$ cat src/rtl/jtag_pkg.sv
// Shared TAP definitions: state encoding, fixed opcodes, IR capture pattern
// and the legacy instruction set of the original 4-bit TAP.
package jtag_pkg;

    typedef enum logic [3:0] {
        TAP_EX2DR   = 4'h0,
        TAP_EX1DR   = 4'h1,
        TAP_SHDR    = 4'h2,
        TAP_PAUSEDR = 4'h3,
        TAP_SELIR   = 4'h4,
        TAP_UPDDR   = 4'h5,
        TAP_CAPDR   = 4'h6,
        TAP_SELDR   = 4'h7,
        TAP_EX2IR   = 4'h8,
        TAP_EX1IR   = 4'h9,
        TAP_SHIR    = 4'hA,
        TAP_PAUSEIR = 4'hB,
        TAP_RTI     = 4'hC,
        TAP_UPDIR   = 4'hD,
        TAP_CAPIR   = 4'hE,
        TAP_TLR     = 4'hF
    } tap_state_e;

    // Truncated to the IR width at the point of use; all-ones at any width.
    localparam logic [31:0] OPC_BYPASS_ALL = 32'hFFFF_FFFF;
    localparam int unsigned OPC_IDCODE     = 2;

    localparam int unsigned OPC_SAMPLE_PRELOAD = 1;
    localparam int unsigned OPC_EXTEST         = 4;
    localparam int unsigned OPC_INTEST         = 8;
    localparam int unsigned OPC_BIST           = 3;
    localparam int unsigned OPC_BIST_CONF      = 5;
    localparam int unsigned OPC_BIST_STATUS    = 7;
    localparam int unsigned OPC_BIST_USER_TEST = 9;

    // Low two bits loaded into the IR shift register in Capture-IR.
    localparam logic [1:0] IR_CAPTURE_LSBS = 2'b01;

    function automatic logic tap_is_shift(input tap_state_e s);
        return (s == TAP_SHIR) || (s == TAP_SHDR);
    endfunction

endpackage

$ cat src/rtl/jtag_tap_fsm.sv
// 16-state IEEE 1149.1 TAP controller; state advances on posedge TCK and
// an active-low asynchronous reset forces Test-Logic-Reset.
module jtag_tap_fsm
    import jtag_pkg::*;
(
    input  logic       tck,
    input  logic       trst_n,
    input  logic       tms,
    output logic [3:0] tap_state
);

    tap_state_e state_q, state_d;

    always_ff @(posedge tck or negedge trst_n) begin
        if (!trst_n) begin
            state_q <= TAP_TLR;
        end else begin
            state_q <= state_d;
        end
    end

    always_comb begin
        state_d = state_q;
        case (state_q)
            TAP_TLR:     state_d = tms ? TAP_TLR     : TAP_RTI;
            TAP_RTI:     state_d = tms ? TAP_SELDR   : TAP_RTI;
            TAP_SELDR:   state_d = tms ? TAP_SELIR   : TAP_CAPDR;
            TAP_CAPDR:   state_d = tms ? TAP_EX1DR   : TAP_SHDR;
            TAP_SHDR:    state_d = tms ? TAP_EX1DR   : TAP_SHDR;
            TAP_EX1DR:   state_d = tms ? TAP_UPDDR   : TAP_PAUSEDR;
            TAP_PAUSEDR: state_d = tms ? TAP_EX2DR   : TAP_PAUSEDR;
            TAP_EX2DR:   state_d = tms ? TAP_UPDDR   : TAP_SHDR;
            TAP_UPDDR:   state_d = tms ? TAP_SELDR   : TAP_RTI;
            TAP_SELIR:   state_d = tms ? TAP_TLR     : TAP_CAPIR;
            TAP_CAPIR:   state_d = tms ? TAP_EX1IR   : TAP_SHIR;
            TAP_SHIR:    state_d = tms ? TAP_EX1IR   : TAP_SHIR;
            TAP_EX1IR:   state_d = tms ? TAP_UPDIR   : TAP_PAUSEIR;
            TAP_PAUSEIR: state_d = tms ? TAP_EX2IR   : TAP_PAUSEIR;
            TAP_EX2IR:   state_d = tms ? TAP_UPDIR   : TAP_SHIR;
            TAP_UPDIR:   state_d = tms ? TAP_SELDR   : TAP_RTI;
            default:     state_d = TAP_TLR;
        endcase
    end

    assign tap_state = state_q;

endmodule

$ cat src/rtl/jtag_tap_param.sv
// Parametrised TAP: IR, BYPASS, optional IDCODE register and TDO mux over
// external DR chains. Macro JTAG_TAP_IDCODE_EN enables the IDCODE register.
module jtag_tap_param
    import jtag_pkg::*;
#(
    parameter int                          IR_WIDTH     = 4,
    parameter int                          NUM_EXT      = 4,
    parameter logic [NUM_EXT*IR_WIDTH-1:0] EXT_OPCODES  = {4'h9, 4'h5, 4'h8, 4'h4},
    parameter logic [31:0]                 IDCODE_VALUE = 32'h1234_5679
) (
    input  logic                TCK,
    input  logic                TRST,
    input  logic                TMS,
    input  logic                TDI,
    output logic                TDO,
    output logic                TDO_OE,
    output logic [3:0]          TAP_STATE,
    output logic [IR_WIDTH-1:0] IR_OUT,
    output logic [NUM_EXT-1:0]  EXT_SEL,
    input  logic [NUM_EXT-1:0]  EXT_TDO,
    output logic                CAPTURE_DR,
    output logic                SHIFT_DR,
    output logic                UPDATE_DR
);

    localparam logic [IR_WIDTH-1:0] BYPASS_OPC = IR_WIDTH'(OPC_BYPASS_ALL);
    localparam logic [IR_WIDTH-1:0] IR_CAPTURE = IR_WIDTH'(IR_CAPTURE_LSBS);
`ifdef JTAG_TAP_IDCODE_EN
    localparam logic [IR_WIDTH-1:0] IDCODE_OPC = IR_WIDTH'(OPC_IDCODE);
    localparam logic [IR_WIDTH-1:0] RESET_OPC  = IDCODE_OPC;
`else
    localparam logic [IR_WIDTH-1:0] RESET_OPC  = BYPASS_OPC;
`endif

    logic [3:0]          tap_state_w;
    tap_state_e          state;
    logic [IR_WIDTH-1:0] ir_sr_q, ir_sr_d;
    logic [IR_WIDTH-1:0] ir_out_q, ir_out_d;
    logic                bypass_q, bypass_d;
    logic                tdo_q, tdo_d;
    logic                tdo_oe_q, tdo_oe_d;
    logic [NUM_EXT-1:0]  ext_match;
    logic [NUM_EXT-1:0]  ext_sel;
    logic                sel_idcode;
    logic                sel_ext;
    logic                sel_bypass;
    logic                dr_tdo;

    jtag_tap_fsm u_fsm (
        .tck       (TCK),
        .trst_n    (TRST),
        .tms       (TMS),
        .tap_state (tap_state_w)
    );

    assign state = tap_state_e'(tap_state_w);

    // Instruction decode; scanning downwards lets the lowest slot win on duplicates.
    always_comb begin
        ext_match = '0;
        for (int k = NUM_EXT - 1; k >= 0; k--) begin
            if (ir_out_q == EXT_OPCODES[k*IR_WIDTH +: IR_WIDTH]) begin
                ext_match = NUM_EXT'(1) << k;
            end
        end
        sel_idcode = 1'b0;
`ifdef JTAG_TAP_IDCODE_EN
        sel_idcode = (ir_out_q == IDCODE_OPC);
`endif
        ext_sel    = ((ir_out_q == BYPASS_OPC) || sel_idcode) ? '0 : ext_match;
        sel_ext    = |ext_sel;
        sel_bypass = !sel_idcode && !sel_ext;
    end

`ifdef JTAG_TAP_IDCODE_EN
    logic [31:0] idcode_q, idcode_d;

    always_comb begin
        idcode_d = idcode_q;
        if (sel_idcode && state == TAP_CAPDR) begin
            idcode_d = IDCODE_VALUE;
        end else if (sel_idcode && state == TAP_SHDR) begin
            idcode_d = {TDI, idcode_q[31:1]};
        end
    end

    always_ff @(posedge TCK or negedge TRST) begin
        if (!TRST) begin
            idcode_q <= '0;
        end else begin
            idcode_q <= idcode_d;
        end
    end
`else
    logic unused_idcode;
    assign unused_idcode = ^IDCODE_VALUE;
`endif

    always_comb begin
        dr_tdo = bypass_q;
        if (sel_ext) begin
            dr_tdo = |(ext_sel & EXT_TDO);
        end
`ifdef JTAG_TAP_IDCODE_EN
        if (sel_idcode) begin
            dr_tdo = idcode_q[0];
        end
`endif
    end

    // Shift registers capture and shift on the rising edge.
    always_comb begin
        ir_sr_d  = ir_sr_q;
        bypass_d = bypass_q;
        case (state)
            TAP_CAPIR: ir_sr_d = IR_CAPTURE;
            TAP_SHIR:  ir_sr_d = {TDI, ir_sr_q[IR_WIDTH-1:1]};
            TAP_CAPDR: if (sel_bypass) bypass_d = 1'b0;
            TAP_SHDR:  if (sel_bypass) bypass_d = TDI;
            default:   ;
        endcase
    end

    always_ff @(posedge TCK or negedge TRST) begin
        if (!TRST) begin
            ir_sr_q  <= '0;
            bypass_q <= 1'b0;
        end else begin
            ir_sr_q  <= ir_sr_d;
            bypass_q <= bypass_d;
        end
    end

    // Instruction update and TDO drive happen on the falling edge.
    always_comb begin
        ir_out_d = ir_out_q;
        if (state == TAP_UPDIR) begin
            ir_out_d = ir_sr_q;
        end else if (state == TAP_TLR) begin
            ir_out_d = RESET_OPC;
        end
        tdo_oe_d = tap_is_shift(state);
        tdo_d    = 1'b0;
        if (state == TAP_SHIR) begin
            tdo_d = ir_sr_q[0];
        end else if (state == TAP_SHDR) begin
            tdo_d = dr_tdo;
        end
    end

    always_ff @(negedge TCK or negedge TRST) begin
        if (!TRST) begin
            ir_out_q <= RESET_OPC;
            tdo_q    <= 1'b0;
            tdo_oe_q <= 1'b0;
        end else begin
            ir_out_q <= ir_out_d;
            tdo_q    <= tdo_d;
            tdo_oe_q <= tdo_oe_d;
        end
    end

    assign TDO        = tdo_q;
    assign TDO_OE     = tdo_oe_q;
    assign TAP_STATE  = tap_state_w;
    assign IR_OUT     = ir_out_q;
    assign EXT_SEL    = ext_sel;
    assign CAPTURE_DR = (state == TAP_CAPDR);
    assign SHIFT_DR   = (state == TAP_SHDR);
    assign UPDATE_DR  = (state == TAP_UPDDR);

endmodule

$ cat config.mk
export PLATFORM = sky130hd
export DESIGN_NAME = jtag_tap_param
export DESIGN_NICKNAME = d
export VERILOG_FILES = /design/src/rtl/jtag_pkg.sv /design/src/rtl/jtag_tap_fsm.sv /design/src/rtl/jtag_tap_param.sv
export SDC_FILE = /design/constraint.sdc
export NUM_CORES = 1
export LEC_CHECK = 0
export BUFFER_PORTS_ARGS = -buffer_cell sky130_fd_sc_hd__buf_2
export CORE_AREA = 10 10 59 56
export CTS_BUF_LIST = sky130_fd_sc_hd__clkbuf_4 sky130_fd_sc_hd__clkbuf_8
export DETAILED_ROUTE_END_ITERATION = 16
export DIE_AREA = 0 0 69 66
export GPL_ROUTABILITY_DRIVEN = 1
export GPL_TIMING_DRIVEN = 0
export PLACE_DENSITY = 0.7
export SKIP_CTS_REPAIR_TIMING = 1
export SLEW_MARGIN = 30
export SYNTH_ARGS = -nofsm -noshare
export SYNTH_HDL_FRONTEND = slang
export SYNTH_SLANG_ARGS = --single-unit
$ cat constraint.sdc
create_clock -name TCK -period 1.5 [get_ports TCK]
set_input_delay 0.15 -clock TCK [delete_from_list [all_inputs] [get_ports TCK]]
set_output_delay 0.15 -clock TCK [all_outputs]
set_load 0.01 [all_outputs]
== Word-level counts from Yosys, hierarchy flattened ==
Index checks and enable logic that the tools add are counted.
Word-level totals
  bits of input ports: 8
  register bits after elaboration: 15
  output and inout bits: 17
  word-level logic and storage cells: 67
Operators by class
  reductions and logical operators: 11
  muxes and demuxes: 27
  eq/ne operators: 22
  bitwise logic cells: 1
Operator list (number)
  $pmux 4 s12: 1
  $eq 4x4->1 const B: 11
  $mux 4: 8
  $eq 4x3->1 const B: 6
  $mux 2: 6
  $mux 3: 4
  $eq 4x2->1 const B: 2
  $pmux 4 s2: 1
  $reduce_or 4->1: 2
  $mux 1: 6
  $reduce_bool 2->1: 3
  $and 4x4->4: 1
  $eq 4x1->1 const B: 1
  $logic_not 4->1: 1
  $ne 2x2->1 const B: 2
  $reduce_or 2->1: 2
  $reduce_and 3->1: 1
  $reduce_or 3->1: 1
  $pmux 1 s2: 1
  $logic_or 1x1->1: 1

== Logic depth before layout (Yosys ltp) ==
Gate-level depths: netlist (run 1).
  depth after elaboration: 11
  gate-level depth with buffers: 4

== By module ==
From an unflattened synthesis (run 1), not the netlist that was laid out.
Second synthesis, totals
  cells, all modules: 83
  area, all modules: 800.8 sq um
By module, submodules not included
  jtag_tap_param: area each 603.1 sq um, cells each 64, instances 1, sequential area each 280.3 sq um
  jtag_tap_fsm: area each 197.7 sq um, cells each 19, instances 1, sequential area each 105.1 sq um

==> results of run 1 <==
==> flip-flops by register name, indices dropped and copies added (netlist names) <==
| name | flops |
|---|---|
| ir_sr_q | 4 |
| u_fsm.tap_state | 4 |
| TDO_OE | 1 |
| IR_OUT | 4 |
| TDO | 1 |
| bypass_q | 1 |
==> per-stage QoR <==
stage	area (sq um)	hold WS (ps)
floorplan	867	-146
global placement	1020	67.1
detailed placement	1020	72.5
CTS	1060	-246
global route	1230	46.3
finish	1230	55.6
==> power breakdown <==
group / total, mW / internal (mW) / switching [mW]
sequential: 0.876 / 0.660 / 0.217
clock: 0.288 / 0.135 / 0.153
combinational: 1.43 / 0.743 / 0.684
total: 2.59 / 1.54 / 1.05
==> cell usage after synthesis (2+ instances only) <==
master    n
a21oi_1   3
buf_2     3
dfrtn_1   2
dfrtp_1   5
dfstp_2   8
inv_1     4
nand2_1   9
nand2b_1  4
nand3_1   3
nor2_1    8
nor2b_1   2
nor3_1    3
nor3b_1   2
o21ai_0   9
==> path summary, 6_finish.rpt <==
check / startpoint / endpoint / slack, ps / depth (start not counted)
max in group asynchronous: TRST / IR_OUT[3]$_DFFE_NN1P_ / 200 / 2
worst min register to register: IR_OUT[3]$_DFFE_NN1P_ / IR_OUT[3]$_DFFE_NN1P_ / 480 / 2
worst min-delay path: TMS / u_fsm.tap_state[1]$_DFF_PN1_ / 60 / 2
min in group asynchronous: TRST / bypass_q$_DFFE_PN0P_ / 290 / 2
worst max-delay path: IR_OUT[2]$_DFFE_NN1P_ / EXT_SEL[0] / -930 / 3
worst max register to register: IR_OUT[2]$_DFFE_NN1P_ / bypass_q$_DFFE_PN0P_ / -520 / 4
==> per-layer routing <==
layer  track usage, %  vias up
met2             14.0       20
met4             4.52        0
met3             3.90        4
li1                 -      371
met5                0        -
met1             9.82      343
==> logic make-up after synthesis <==
family,synth area share (%)
XOR/XNOR,1.10
buffers and inverters,4.24
multiplexers,4.08
AND/OR/NAND/NOR,25.6
flip-flops,48.4
AO/OA/AOI/OAI,16.6
==> layout make-up <==
class / instances / area share [%]
plain buffers: 4 / 3.36
clock buffers: 4 / 2.45
clock inverters: 4 / 1.22
inverters: 3 / 0.917
multi-input cells: 60 / 37.2
flip-flops and latches: 15 / 31.4
well taps: 27 / 2.75
repair buffers: 36 / 20.7
==> impl_metrics.ini, run 1 <==
[synth]
synth-seq-area-share_pct = 48.4
synth_ff_type = dfstp_2
synth_cell_types = 32
yosysTopAreaCell = dfstp_2
ys_warn_count = 0
ys_seq_elements = 15
synth_nets = 91
synth-edff-count = 0
avgSynthCellArea_sq_um = 9.60
synthTopCellsByArea = dfstp_2 (26%), dfrtp_1 (16%), dfrtn_1 (6.3%)
synth-async-reset-ratio_pct = 100
synth_cells = 83
syn_area_sq_um = 797
synth_top_area_share_pct = 26.4

[setup_path]
end_kind = primary output
crit_chain = or3b_4 > nor2_2 > buf_2
crit_fanout = 5
worst-path-buf-inv = 1
cp-start-kind = register
cp_slowest_stage_delay_ps = 550
arrival_ps = 2280
cp_data_required_time_ps = 1350
crit_type = reg2out
cp_top_family = flip-flops
slowest_stage = dfstp_2

[pwr]
power.total_mw = 2.59
peakVddDrop_mv = 1.26
leakage_nw = 0.572
powerDensity_nw_per_um2 = 2110

[clock_network]
clock_latency_ps = 340
clk_path_buf_depth = 2
cts.reportedPaths.clkPinSlew_ps = 90
numCtsBuffers = 3
cts_root_buf = clkbuf_4
cts_tree = done
htreeDepth = 1
cts.sinks = 15

[drt]
drt-pass1-iter-count = 4
routed_via_density = 4.82
dr.first_iter.drc_count = 8
routed_wl_mm = 2.05
ant_nets = 0
met2WireLength_mm = 1.07
wl_met1_microns = 815
wl_met3_microns = 148
vias = 738
highest_layer = met4
drc = 0
routedWlPerCell_microns = 13.4

[sta]
fin_skew_ps = 59.2
max-slew-margin-rel_pct = 77.8
setup_violations = 19
worst_pin_slew_ps = 333
worst_slack_ps = -928
rsz0062_at_grt = yes
hold_viol = 0
slew_violations = 0
fin_tns_setup_ps = -8430

[global_routing]
grt.total_usage_pct = 8.81
grt_pass1_vias = 745
antenna_found_initial = 0
grt_max_degree = 16
grt_pass1_wl_mm = 3.32
globalRouteOverflowTotal = 0

[run]
max-cap-violations = 0

[placed_design]
port_buffers = 24
dp_cells = 134
place_congestion = 0.738
place_ws_ps = -590
dp_hpwl_mm = 1.51

[cells_and_area]
nNetsFinal = 135
synthToLayoutAreaGrowth_pct = 54.0
stdcell_count = 153
layout-drive-gt1-share_pct = 56.3
multiInputGateArea_sq_um = 457
mostFrequentLayoutCells = buf_2 (18), buf_6 (10), buf_4 (10), dfstp_2 (8)
layout_commonest_cell = buf_2
final_util_pct = 57.8
seq_area_sq_um = 385
filler_cell_count = 199
diodes = 0

[run_status]
failed_checks = setup timing
status = complete, but fails checks

[floorplanning]
io_pins = 25
die_x_microns = 69
die_area_sq_um = 4550
core_sq_um = 2120
initial_core_util_pct = 37.6
row_count = 16
die_h_microns = 66

[min_path]
min_path_type = in2reg
No activity file was read; power rests on OpenSTA's default activity.
==> inputs of run 2 (changes only) <==
--- a/config.mk
+++ b/config.mk
@@ -5,11 +5,12 @@
 export SDC_FILE = /design/constraint.sdc
 export NUM_CORES = 1
 export LEC_CHECK = 0
+export ABC_AREA = 1
 export BUFFER_PORTS_ARGS = -buffer_cell sky130_fd_sc_hd__buf_2
-export CORE_AREA = 10 10 59 56
+export CORE_AREA = 10 10 61 58
 export CTS_BUF_LIST = sky130_fd_sc_hd__clkbuf_4 sky130_fd_sc_hd__clkbuf_8
 export DETAILED_ROUTE_END_ITERATION = 16
-export DIE_AREA = 0 0 69 66
+export DIE_AREA = 0 0 71 68
 export GPL_ROUTABILITY_DRIVEN = 1
 export GPL_TIMING_DRIVEN = 0
 export PLACE_DENSITY = 0.7
==> run 2 against run 1 <==
Against the previous run: the run still ends with setup timing left; register-to-register slack better by 20 ps; flip-flop and latch count unchanged; sequential power increased by 8.8%; critical endpoint is now EXT_SEL[2].
==> impl_metrics.ini, run 2 <==
[cells_and_area]
diodes = 0
stdcell_count = 202
final_util_pct = 62.5
layout_commonest_cell = buf_4
synthToLayoutAreaGrowth_pct = 63.8
layout-drive-gt1-share_pct = 61.5
nNetsFinal = 183
mostFrequentLayoutCells = buf_4 (19), buf_2 (18), nand2_1 (16), inv_1 (14), buf_6 (11)

[global_routing]
grt_pass1_wl_mm = 3.80
antenna_found_initial = 0
grt.total_usage_pct = 9.31
globalRouteOverflowTotal = 0
grt_pass1_vias = 907
grt_max_degree = 16

[synth]
synth_cells = 118
synth-edff-count = 0
synth_cell_types = 26
yosysTopAreaCell = dfstp_2
yosysMostFrequentCell = nand2_1
synthTopCellsByArea = dfstp_2 (24%), dfrtp_1 (14%), nand2_1 (10%)
ys_warn_count = 0
synth_commonest_cells = nand2_1 (24), inv_1 (16), nor2_1 (15)
synth_ff_type = dfstp_2
synth_top_area_share_pct = 23.6
syn_area_sq_um = 892
avgSynthCellArea_sq_um = 7.56
synth-async-reset-ratio_pct = 100
ys_seq_elements = 15
synth-seq-area-share_pct = 43.2
synth_nets = 126

[pwr]
seqPwrFrac_pct = 28.8
leakage_nw = 0.757
switchingPower_mw = 1.52
powerDensity_nw_per_um2 = 2260
switching_share_pct = 46.1
peakVddDrop_mv = 1.47
clkPwrFrac_pct = 8.8
power.internal_mw = 1.78
share_comb_of_total_power_pct = 62.4

[placed_design]
dp_hpwl_mm = 1.82
place_congestion = 0.865
port_buffers = 24
place_ws_ps = -448
dp_cells = 170

[sta]
rsz0062_at_grt = yes
fin_skew_ps = 69.4
slew_violations = 0
worst_pin_slew_ps = 340
worst_slack_ps = -726
max-slew-margin-rel_pct = 77.3
setup_violations = 20
hold_viol = 0

[setup_path]
arrival_ps = 2080
cp-start-kind = register
crit_fanout = 4
cp_data_required_time_ps = 1350
r2r-end = bypass_q$_DFFE_PN0P_
reg2reg_depth = 6
worstReg2RegStart = IR_OUT[3]$_DFFE_NN1P_
r2r_slack_ps = -500
crit_type = reg2out
cp-startpoint = IR_OUT[0]$_DFFE_NN1P_
end_kind = primary output

[clock_network]
cts_tree = done
cts_root_buf = clkbuf_4
cts.sinks = 15
clk_path_buf_depth = 2
htreeDepth = 1
cts.reportedPaths.clkPinSlew_ps = 110
numCtsBuffers = 3
clock_latency_ps = 350

[run]
max-cap-violations = 0

[floorplanning]
core_sq_um = 2340
die_h_microns = 68
die_x_microns = 71
row_count = 17
die_area_sq_um = 4830
initial_core_util_pct = 38.1
io_pins = 25

[run_status]
status = complete, but fails checks
failed_checks = setup timing

[drt]
routedWlPerCell_microns = 13.4
ant_nets = 0
drt-pass1-iter-count = 4
drc = 0
dr.first_iter.drc_count = 31
routed_via_density = 4.79
vias = 967
routed_wl_mm = 2.71

[min_path]
min_path_type = in2reg
whs_endpoint = ir_sr_q[3]$_DFFE_PN0N_
whs_path_depth = 3
hold_start = TDI
## run 2: layout make-up
type / count / area (sq um)
Fill cell: 210 / 878
Clock inverter: 5 / 23.8
Sequential cell: 15 / 385
Multi-Input combinational cell: 78 / 523
Tap cell: 28 / 35.0
Timing Repair Buffer: 49 / 367
Clock buffer: 3 / 22.5
Inverter: 24 / 105
## run 2: worst max-delay path by stage
stage | to | slack [ps] | depth (start not counted)
final | EXT_SEL[2] | -730 | 5
after global placement | TDO$_DFF_NN0_ | -410 | 6
after floorplan | TDO$_DFF_NN0_ | -340 | 5
after detailed placement | EXT_SEL[3] | -450 | 5
after global routing | EXT_SEL[3] | -810 | 5
after CTS | EXT_SEL[3] | -810 | 5
## run 2: worst max-delay path: stages, from the launching register on
cell and delay [ps]:
dfstp_2 570, inv_2 60, nor2_4 130, nand2_2 70
inv_2 50, buf_6 90
## run 2: through the flow
stage	area (sq um)	power (mW)	TNS (ps)	hold WS (ps)
after floorplan	917	1.82	-3350	-146
final	1460	3.31	-8140	102
after CTS	1110	2.48	-8110	-254
after global placement	1070	2.16	-4140	68.9
after detailed placement	1070	2.21	-4470	69.7
after global routing	1460	3.56	-9240	93.2
## run 2: cells by family after synthesis
| kind of cell | synth area share (%) |
|---|---|
| AOI/OAI and AO/OA | 11.2 |
| and+or+nand+nor | 34.8 |
| DFF | 43.2 |
| buffers and inverters | 10.8 |
## run 2: power by group through the flow
stage | clock (mW) | sequential [mW] | combinational (mW)
2_1_floorplan | 0.0207 | 0.963 | 0.840
3_3_place_gp | 0.0207 | 0.926 | 1.22
3_5_place_dp | 0.0207 | 0.942 | 1.25
4_1_cts | 0.292 | 0.935 | 1.26
5_1_grt | 0.324 | 0.983 | 2.25
6_report | 0.291 | 0.953 | 2.06
## run 2: per-layer routing
layer  vias up  share of wire [%]  track usage (%)
met3         0                7.5             3.90
met2        26                 52             17.3
li1        488                  -                -
met4         0                  0             2.42
met1       453                 40             9.56
met5         -                  0                0
